==> src/rtl/echo_stream_pkg.sv <==
// Shared definitions for the echo_stream_n request/indication block.
// Build option: ECHO_STATS_EN adds request/beat statistics counters.
package echo_stream_pkg;

    typedef logic [0:0] state_t;

    localparam state_t ST_IDLE = 1'b0;
    localparam state_t ST_EMIT = 1'b1;

    localparam int RPT_W = 4;
    localparam int STAT_W = 32;

    function automatic int occ_w(input int depth);
        return $clog2(depth) + 1;
    endfunction

endpackage

==> src/rtl/echo_store.sv <==
// Circular buffer of echo request entries with occupancy tracking.
// Pushes while full and pops while empty are dropped.
module echo_store
    import echo_stream_pkg::*;
#(
    parameter int EW    = 38,
    parameter int DEPTH = 4
) (
    input  logic                     clk,
    input  logic                     rst_n,
    input  logic                     push,
    input  logic [EW-1:0]            din,
    input  logic                     pop,
    output logic [EW-1:0]            dout,
    output logic [occ_w(DEPTH)-1:0]  occ,
    output logic                     full,
    output logic                     empty
);

    localparam int AW = $clog2(DEPTH);
    localparam int OW = occ_w(DEPTH);

    logic [EW-1:0] mem_q [DEPTH];
    logic [EW-1:0] mem_d [DEPTH];
    logic [AW-1:0] wr_q, wr_d;
    logic [AW-1:0] rd_q, rd_d;
    logic [OW-1:0] occ_q, occ_d;
    logic          do_push;
    logic          do_pop;

    assign full  = (occ_q == OW'(DEPTH));
    assign empty = (occ_q == '0);
    assign occ   = occ_q;
    assign dout  = mem_q[rd_q];

    always_comb begin
        do_push = push & ~full;
        do_pop  = pop & ~empty;
        mem_d   = mem_q;
        if (do_push) begin
            mem_d[wr_q] = din;
        end
        // DEPTH is a power of two, so pointers wrap naturally
        wr_d  = wr_q + AW'(do_push);
        rd_d  = rd_q + AW'(do_pop);
        occ_d = occ_q + OW'(do_push) - OW'(do_pop);
    end

    always_ff @(posedge clk or negedge rst_n) begin
        if (!rst_n) begin
            for (int i = 0; i < DEPTH; i++) begin
                mem_q[i] <= '0;
            end
            wr_q  <= '0;
            rd_q  <= '0;
            occ_q <= '0;
        end else begin
            mem_q <= mem_d;
            wr_q  <= wr_d;
            rd_q  <= rd_d;
            occ_q <= occ_d;
        end
    end

endmodule

==> src/rtl/echo_stream_n.sv <==
// Queued echo block: FIFO of tagged requests replayed as incrementing beats.
// Build option: ECHO_STATS_EN adds stat_req / stat_beat counters.
module echo_stream_n
    import echo_stream_pkg::*;
#(
    parameter int WIDTH = 32,
    parameter int DEPTH = 4,
    parameter int TAGW  = 2
) (
    input  logic                     CLK,
    input  logic                     nRST,
    input  logic                     echoReq__ENA,
    input  logic [WIDTH-1:0]         echoReq_v,
    input  logic [TAGW-1:0]          echoReq_tag,
    input  logic [RPT_W-1:0]         echoReq_rpt,
    output logic                     echoReq__RDY,
    output logic                     ind_echo__ENA,
    output logic [WIDTH-1:0]         ind_echo_v,
    output logic [TAGW-1:0]          ind_echo_tag,
    output logic [RPT_W-1:0]         ind_echo_seq,
    output logic                     ind_echo_last,
    input  logic                     ind_echo__RDY,
`ifdef ECHO_STATS_EN
    output logic [STAT_W-1:0]        stat_req,
    output logic [STAT_W-1:0]        stat_beat,
`endif
    output logic [occ_w(DEPTH)-1:0]  occupancy
);

    typedef struct packed {
        logic [WIDTH-1:0] v;
        logic [TAGW-1:0]  tag;
        logic [RPT_W-1:0] rpt;
    } entry_t;

    localparam int EW = $bits(entry_t);

    entry_t           wr_entry;
    entry_t           head;
    logic             push;
    logic             pop;
    logic             full;
    logic             empty;
    logic             emit;
    logic             accept;
    logic             at_last;

    state_t           state_q, state_d;
    logic [WIDTH-1:0] v_q, v_d;
    logic [TAGW-1:0]  tag_q, tag_d;
    logic [RPT_W-1:0] seq_q, seq_d;
    logic [RPT_W-1:0] rpt_q, rpt_d;

    assign wr_entry = '{v: echoReq_v, tag: echoReq_tag, rpt: echoReq_rpt};
    assign push     = echoReq__ENA & ~full;

    echo_store #(
        .EW    (EW),
        .DEPTH (DEPTH)
    ) u_store (
        .clk   (CLK),
        .rst_n (nRST),
        .push  (push),
        .din   (wr_entry),
        .pop   (pop),
        .dout  (head),
        .occ   (occupancy),
        .full  (full),
        .empty (empty)
    );

    assign emit    = (state_q == ST_EMIT);
    assign at_last = (seq_q == rpt_q);
    assign accept  = emit & ind_echo__RDY;

    assign echoReq__RDY  = ~full;
    assign ind_echo__ENA = emit;
    assign ind_echo_v    = v_q;
    assign ind_echo_tag  = tag_q;
    assign ind_echo_seq  = seq_q;
    assign ind_echo_last = emit & at_last;

    always_comb begin
        state_d = state_q;
        v_d     = v_q;
        tag_d   = tag_q;
        seq_d   = seq_q;
        rpt_d   = rpt_q;
        pop     = 1'b0;
        // empty reflects the count before any same-edge push
        if (!emit || (accept && at_last)) begin
            if (!empty) begin
                pop     = 1'b1;
                state_d = ST_EMIT;
                v_d     = head.v;
                tag_d   = head.tag;
                rpt_d   = head.rpt;
                seq_d   = '0;
            end else begin
                state_d = ST_IDLE;
            end
        end else if (accept) begin
            seq_d = seq_q + 1'b1;
            v_d   = v_q + 1'b1;
        end
    end

    always_ff @(posedge CLK or negedge nRST) begin
        if (!nRST) begin
            state_q <= ST_IDLE;
            v_q     <= '0;
            tag_q   <= '0;
            seq_q   <= '0;
            rpt_q   <= '0;
        end else begin
            state_q <= state_d;
            v_q     <= v_d;
            tag_q   <= tag_d;
            seq_q   <= seq_d;
            rpt_q   <= rpt_d;
        end
    end

`ifdef ECHO_STATS_EN
    logic [STAT_W-1:0] stat_req_q, stat_req_d;
    logic [STAT_W-1:0] stat_beat_q, stat_beat_d;

    always_comb begin
        stat_req_d  = stat_req_q + STAT_W'(push);
        stat_beat_d = stat_beat_q + STAT_W'(accept);
    end

    always_ff @(posedge CLK or negedge nRST) begin
        if (!nRST) begin
            stat_req_q  <= '0;
            stat_beat_q <= '0;
        end else begin
            stat_req_q  <= stat_req_d;
            stat_beat_q <= stat_beat_d;
        end
    end

    assign stat_req  = stat_req_q;
    assign stat_beat = stat_beat_q;
`endif

endmodule

==> config.mk <==
export PLATFORM = sky130hd
export DESIGN_NAME = echo_stream_n
export DESIGN_NICKNAME = d
export VERILOG_FILES = /design/src/rtl/echo_stream_pkg.sv /design/src/rtl/echo_store.sv /design/src/rtl/echo_stream_n.sv
export SDC_FILE = /design/constraint.sdc
export NUM_CORES = 1
export LEC_CHECK = 0
export BUFFER_PORTS_ARGS = -buffer_cell sky130_fd_sc_hd__buf_2
export CORE_ASPECT_RATIO = 1.1
export CORE_UTILIZATION = 40
export CTS_CLUSTER_DIAMETER = 150
export DETAILED_ROUTE_END_ITERATION = 6
export SETUP_SLACK_MARGIN = 0.1
export SLEW_MARGIN = 20
export SYNTH_ARGS = -nofsm -noshare
export SYNTH_HDL_FRONTEND = slang
export SYNTH_SLANG_ARGS = --single-unit
==> constraint.sdc <==
create_clock -name CLK -period 5.4 [get_ports CLK]
set_clock_uncertainty 0.15 [all_clocks]
set_input_delay 0.54 -clock CLK [delete_from_list [all_inputs] [get_ports CLK]]
set_output_delay 0.54 -clock CLK [all_outputs]
set_load 0.1 [all_outputs]
# ---- Word level (Yosys, flattened, before mapping)
# Index checks and enable logic that the tools add are counted.
dict set report word_totals {
  register_bits 202
  latch_bits 0
  ram_bits 0
  mem_bits_ro 0
  out_inout_bits 44
  mem_count 0
}
dict set report classes {
  add_sub_neg 6
  n_mul 0
  div_mod_pow 0
  n_lt_le_gt_ge 3
  eq_ne 3
  n_shift 0
  mux 14
  bitwise 9
  reduce_logical 8
}
# operator count
set op_table {}
lappend op_table {{$bwmux W152} 1}
lappend op_table {{$mux W38} 3}
lappend op_table {{$mux W32} 3}
lappend op_table {{$bmux W38 S2} 1}
lappend op_table {{$demux W38 S2} 1}
lappend op_table {{$add A32 B1 Y32 const B} 1}
lappend op_table {{$mux W4} 3}
lappend op_table {{$ge A3 B3 Y1 const B} 2}
lappend op_table {{$not A2 Y3} 2}
lappend op_table {{$and A1 B1 Y1} 5}
lappend op_table {{$add A2 B1 Y2} 2}
lappend op_table {{$add A4 B1 Y4 const B} 1}
lappend op_table {{$eq A4 B4 Y1} 1}
lappend op_table {{$reduce_and A2 Y1} 2}
lappend op_table {{$add A3 B1 Y3} 1}
lappend op_table {{$eq A3 B3 Y1 const B} 1}
lappend op_table {{$logic_not A3 Y1} 1}
lappend op_table {{$lt A3 B1 Y1 const B} 1}
lappend op_table {{$sub A3 B1 Y3} 1}
lappend op_table {{$logic_and A1 B1 Y1} 2}
lappend op_table {{$mux W1} 2}
lappend op_table {{$ne A2 B2 Y1 const B} 1}
lappend op_table {{$not A1 Y1} 2}
lappend op_table {{$reduce_bool A2 Y1} 1}
lappend op_table {{2 further kinds} 2}

# ---- Depth between registers and ports, before layout
dict set report depth {
  word_depth 6
  ltp_mapped 11
  mapped_depth_nobuf 10
}

# ---- Modules after synthesis
# Synthesis repeated with hierarchy kept, for this count alone.
dict set report hier_totals {
  hier_cells 688
  area_unflattened_um2 9659.3
}
# mod n_inst cells_each area_per_inst_um2 seq_area_each_um2
set by_module_without_submodules {}
lappend by_module_without_submodules {echo_store 1 396 6941.7 3978.8}
lappend by_module_without_submodules {echo_stream_n 1 292 2717.6 1076.0}

# ---- Worst setup path before layout
# OpenSTA, ideal clock, no wires.
dict set report synth_path {
  path_kind {reg2reg}
  startpoint {reg u_store.occ_q[2] (netlist: u_store.occ[2])}
  endpoint {reg u_store.mem_q[100] (netlist bit)}
  t_arrival_ps 3242
  required_time_ps 5125
  slack_ps 1884
  stages_incl_launch_ff 8
  synth_period_minus_slack_ps 3516
  cell_sequence {dfrtp_1 -> nand2_1 -> and2_1 -> clkbuf_1 -> nand3b_1 -> buf_2 -> buf_2 -> mux2_2}
}
dict set report synth_via {
  elab_chain_cells 4
}
# element line
set synth_rtl {}
lappend synth_rtl {{start: declaration} echo_store.sv:27} ;# logic [OW-1:0] occ_q, occ_d;
lappend synth_rtl {{start signal: assignment} echo_store.sv:56} ;# occ_q <= '0;
lappend synth_rtl {{start signal: assignment} echo_store.sv:61} ;# occ_q <= occ_d;
lappend synth_rtl {{$eq A3 B3 Y1 (*)} echo_store.sv:31} ;# assign full = (occ_q == OW'(DEPTH));
lappend synth_rtl {{$not A1 Y1 (*)} --}
lappend synth_rtl {{named net echoReq__RDY} echo_stream_n.sv:16} ;# output logic echoReq__RDY,
lappend synth_rtl {{$and A1 B1 Y1} echo_stream_n.sv:55} ;# assign push = echoReq__ENA & ~full;
lappend synth_rtl {{$and A1 B1 Y1 (*)} echo_store.sv:37} ;# do_push = push & ~full;
lappend synth_rtl {{end signal: assignment} echo_store.sv:58} ;# mem_q <= mem_d;
lappend synth_rtl {{end: declaration} echo_store.sv:23} ;# logic [EW-1:0] mem_q [DEPTH];
# Mark *: on every way through the listed nets, which the timed path passes. The rest lies on a longest branch.
# A chain may end at the register's enable or synchronous reset.

# ---- Final worst setup path
dict set report layout_path {
  startpoint {reg seq_q[2] (netlist: ind_echo_seq[2])}
  endpoint {reg u_store.occ_q[2] (netlist: u_store.occ[2])}
}
dict set report layout_via {
  elab_chain_cells 6
}
# element line
set layout_rtl {}
lappend layout_rtl {{start: declaration} echo_stream_n.sv:51} ;# logic [RPT_W-1:0] seq_q, seq_d;
lappend layout_rtl {{start signal: assignment} echo_stream_n.sv:119} ;# seq_q <= seq_d;
lappend layout_rtl {{$eq A4 B4 Y1} echo_stream_n.sv:73} ;# assign at_last = (seq_q == rpt_q);
lappend layout_rtl {{$logic_and A1 B1 Y1} echo_stream_n.sv:91} ;# if (!emit || (accept && at_last)) begin
lappend layout_rtl {{$logic_or A1 B1 Y1} echo_stream_n.sv:91}
lappend layout_rtl {{$mux W1} echo_stream_n.sv:91}
lappend layout_rtl {{$and A1 B1 Y1} echo_store.sv:38} ;# do_pop = pop & ~empty;
lappend layout_rtl {{$sub A3 B1 Y3} echo_store.sv:46} ;# occ_d = occ_q + OW'(do_push) - OW'(do_pop);
lappend layout_rtl {{named net u_store.occ_d[2]} echo_store.sv:27}
# The timed path passes the listed nets, and every way through them passes these cells.

==> results.yml <==
synthesis:
  yosysWarnings: 0
  synth_edf_count: 0
  ys.flop_type: "dfrtp_1"
  yosys.area.top_type: "dfrtp_1"
  syn_nets: 743
  yosys-top-cells-area: "dfrtp_1, mux2_2, mux4_2"
  seq_area_frac_synth: 0.5357
  synth_most_common_cell: "dfrtp_1"
  syn_inst: 696
  netlist_area_um2: 9435
  synth_common_cells: "dfrtp_1, mux2_2, nand2_1"
  synth-simple-area-share: 0.07983
  synth_top_family_by_area: "multiplexers"
  synth-compound-area-share: 0.05875
  muxShareOfSynthArea: 0.2838
  async_flop_share: 1.000
  yosysTopAreaCellShare: 0.5357
  yosys.cell_types.count: 52
  synthXorXnorAreaFrac: 0.01021
  synth_fa_ha_area_frac: 0.007426
  avgSynthCellArea_um2: 13.56
  synth_seq_cells: 202
layout:
  fin_area_um2: 10850
  num-nets-final: 823
  multi_input_area_um2: 4161
  fill_cells: 1995
  drive_gt1_frac: 0.4139
  register_area_um2: 5057
  syn_to_final_growth_pct: 14.96
global_route:
  grt_usage: 0.1993
  grt_pass1_wl_um: 37300
  grt_pass1_vias: 6575
  grt_max_degree: 116
  antenna_found_initial: 0
  gr-total-overflow: 0
timing:
  tightestPinTransition_ns: 0.9516
  setup_viol: 0
  slew_viol_final: 0
  rsz0062_at_grt: "false"
  finalCritPeriodShare: 0.6684
  tns_ns: 0
  min_period_ns: 3.609
  max_freq_mhz: 277.1
  slew_headroom: 0.3656
  finalHoldViolations: 0
placed_design:
  placed_area_um2: 10170
  dp_hpwl_um: 15390
  port_buffers: 85
  globalplace.congestion: 0.8152
status:
  status: "complete, no violations"
clock_tree:
  cts.clk_slew.worst_paths_ns: 0.06
  postCtsHoldBufs: 0
  cts_resized: 0
  clock_sinks: 202
  h-tree-depth: 1
  cts_tree: "done"
  postCtsSetupBuffers: 0
  clockBufferDepth: 3
  numCtsBuffers: 21
  insertion_delay_ns: 0.49
  clockRootBuffer: "clkbuf_16"
worst_setup_path:
  critPathLaunchType: "flop"
  crit_type: "reg2reg"
  worstPathArrival_ns: 3.87
  cp_data_required_time_ns: 5.66
  endpoint: "u_store.occ[2]$_DFF_PN0_"
  rr_endpoint: "u_store.occ[2]$_DFF_PN0_"
  end_kind: "flop"
  rr_worst_depth: 10
  cp_max_fo: 19
  reg2reg_from: "ind_echo_seq[2]$_DFFE_PN0P_"
  startpoint: "ind_echo_seq[2]$_DFFE_PN0P_"
  r2r_slack_ns: 1.79
route:
  dr.pass1.iters: 4
  antenna_left: 0
  drt_iter0_drc: 426
  drc_errors: 0
  via_per_inst: 5.642
  routed_wl_um: 23130
  wl_per_cell_um: 21.18
  num_vias: 6161
floorplan:
  die-height_um: 163.1
  die_w_um: 148.4
  num_rows: 58
  start_util: 0.4101
  io_pins: 86
  core_um2: 23000
  die-area_um2: 24210
power_and_ir_drop:
  irDropWorstVdd_v: 0.0002217
  cellLeakagePower_nw: 4.651
  powerDensity_nw_per_um2: 739.4
flow_run:
  drv_cap: 0
hold_path:
  hold_class: "in2async"
[final cells by class]
cell class | instances | share of cell area
Tap cell | 300 | 0.03461
Timing Repair Buffer | 98 | 0.04903
Inverter | 13 | 0.004499
Multi-Input combinational cell | 440 | 0.3837
Clock buffer | 32 | 0.05687
Clock inverter | 5 | 0.004614
Sequential cell | 202 | 0.4663
Antenna cell | 2 | 0.0004614
[state kept, by name, summed over array words and instances (netlist names)]
name	flops
ind_echo_seq	4
ind_echo_tag	2
u_store.rd_q	2
rpt_q	4
u_store.mem_q	152
ind_echo_v	32
u_store.occ	3
ind_echo__ENA	1
u_store.wr_q	2
[layout by cell type, fill, tap and decap left out, types with 3 or more instances in the layout]
cell | netlist | layout
o211ai_1 | 8 | 8
nand2_1 | 47 | 47
clkbuf_1 | 19 | 6
clkbuf_16 | 0 | 21
mux2i_1 | 11 | 11
nor2_1 | 13 | 13
a21oi_1 | 16 | 16
ha_1 | 4 | 4
mux2_2 | 152 | 152
dfrtp_1 | 202 | 200
o21ai_0 | 20 | 19
xor2_1 | 3 | 3
clkinv_2 | 0 | 4
nor4_1 | 10 | 10
or4_1 | 8 | 8
a2bb2oi_1 | 5 | 5
and4_1 | 4 | 4
a221o_1 | 3 | 3
clkbuf_8 | 0 | 6
nand4_1 | 11 | 11
a22o_1 | 4 | 4
nand3_1 | 18 | 17
mux4_2 | 38 | 38
inv_1 | 13 | 13
o22ai_1 | 6 | 6
buf_2 | 21 | 84
nor3_1 | 10 | 10
and3_1 | 8 | 8
o311ai_0 | 3 | 3
buf_4 | 0 | 13
or3_1 | 3 | 3
xnor2_1 | 8 | 8
[worst min-delay path by stage]
stage,start,endpoint,cells past startpoint
final,nRST,u_store.mem_q[145]$_DFFE_PN0P_,1
after global routing,nRST,u_store.mem_q[145]$_DFFE_PN0P_,1
after CTS,nRST,u_store.mem_q[69]$_DFFE_PN0P_,1
after detailed placement,u_store.mem_q[68]$_DFFE_PN0P_,u_store.mem_q[68]$_DFFE_PN0P_,1
after global placement,u_store.mem_q[72]$_DFFE_PN0P_,u_store.mem_q[72]$_DFFE_PN0P_,1
after floorplan,nRST,ind_echo__ENA$_DFFE_PN0N_,0
[layer usage]
metal | track usage | part of all wire
met1 | 0.2598 | 0.43
met2 | 0.3466 | 0.52
met3 | 0.03212 | 0.044
met4 | 0.04592 | 0.013
met5 | 0 | 0
[worst max-delay path, stage by stage (launching register included)]
cell,delay (ns)
dfrtp_1,0.42
xnor2_1,0.31
a41o_1,0.66
nand2_1,0.63
nor2_1,0.35
a21o_1,0.12
ha_1,0.13
inv_1,0.05
fa_1,0.37
xnor2_1,0.18
xnor2_1,0.14
[stage by stage]
stage               hold slack [ns]  setup WS, ns  utilization  cells  total power, mW
floorplan                   0.09441         1.884            -    696            5.726
global placement             0.3315         1.954       0.4423   1053            6.509
detailed placement           0.3385         1.833       0.4423   1053            6.672
CTS                         0.08093         1.809       0.4713   1090            8.108
global route                 0.1102         1.490       0.4713   1090            8.468
finish                     0.003524         1.791       0.4715   1092            8.020
[cells by family after synthesis]
group / count (synthesis)
AO/OA/AOI/OAI: 81
XOR/XNOR: 11
adder cells (fa/ha/maj): 5
buffers and inverters: 54
flip-flops: 202
multiplexers: 201
AND/OR/NAND/NOR: 142
[where the power goes]
| part | internal [mW] | switching (mW) |
|---|---|---|
| sequential | 2.28 | 0.618 |
| clock | 0.832 | 0.573 |
| combinational | 1.48 | 2.24 |
Note: power is estimated with default switching activity, not from simulation.
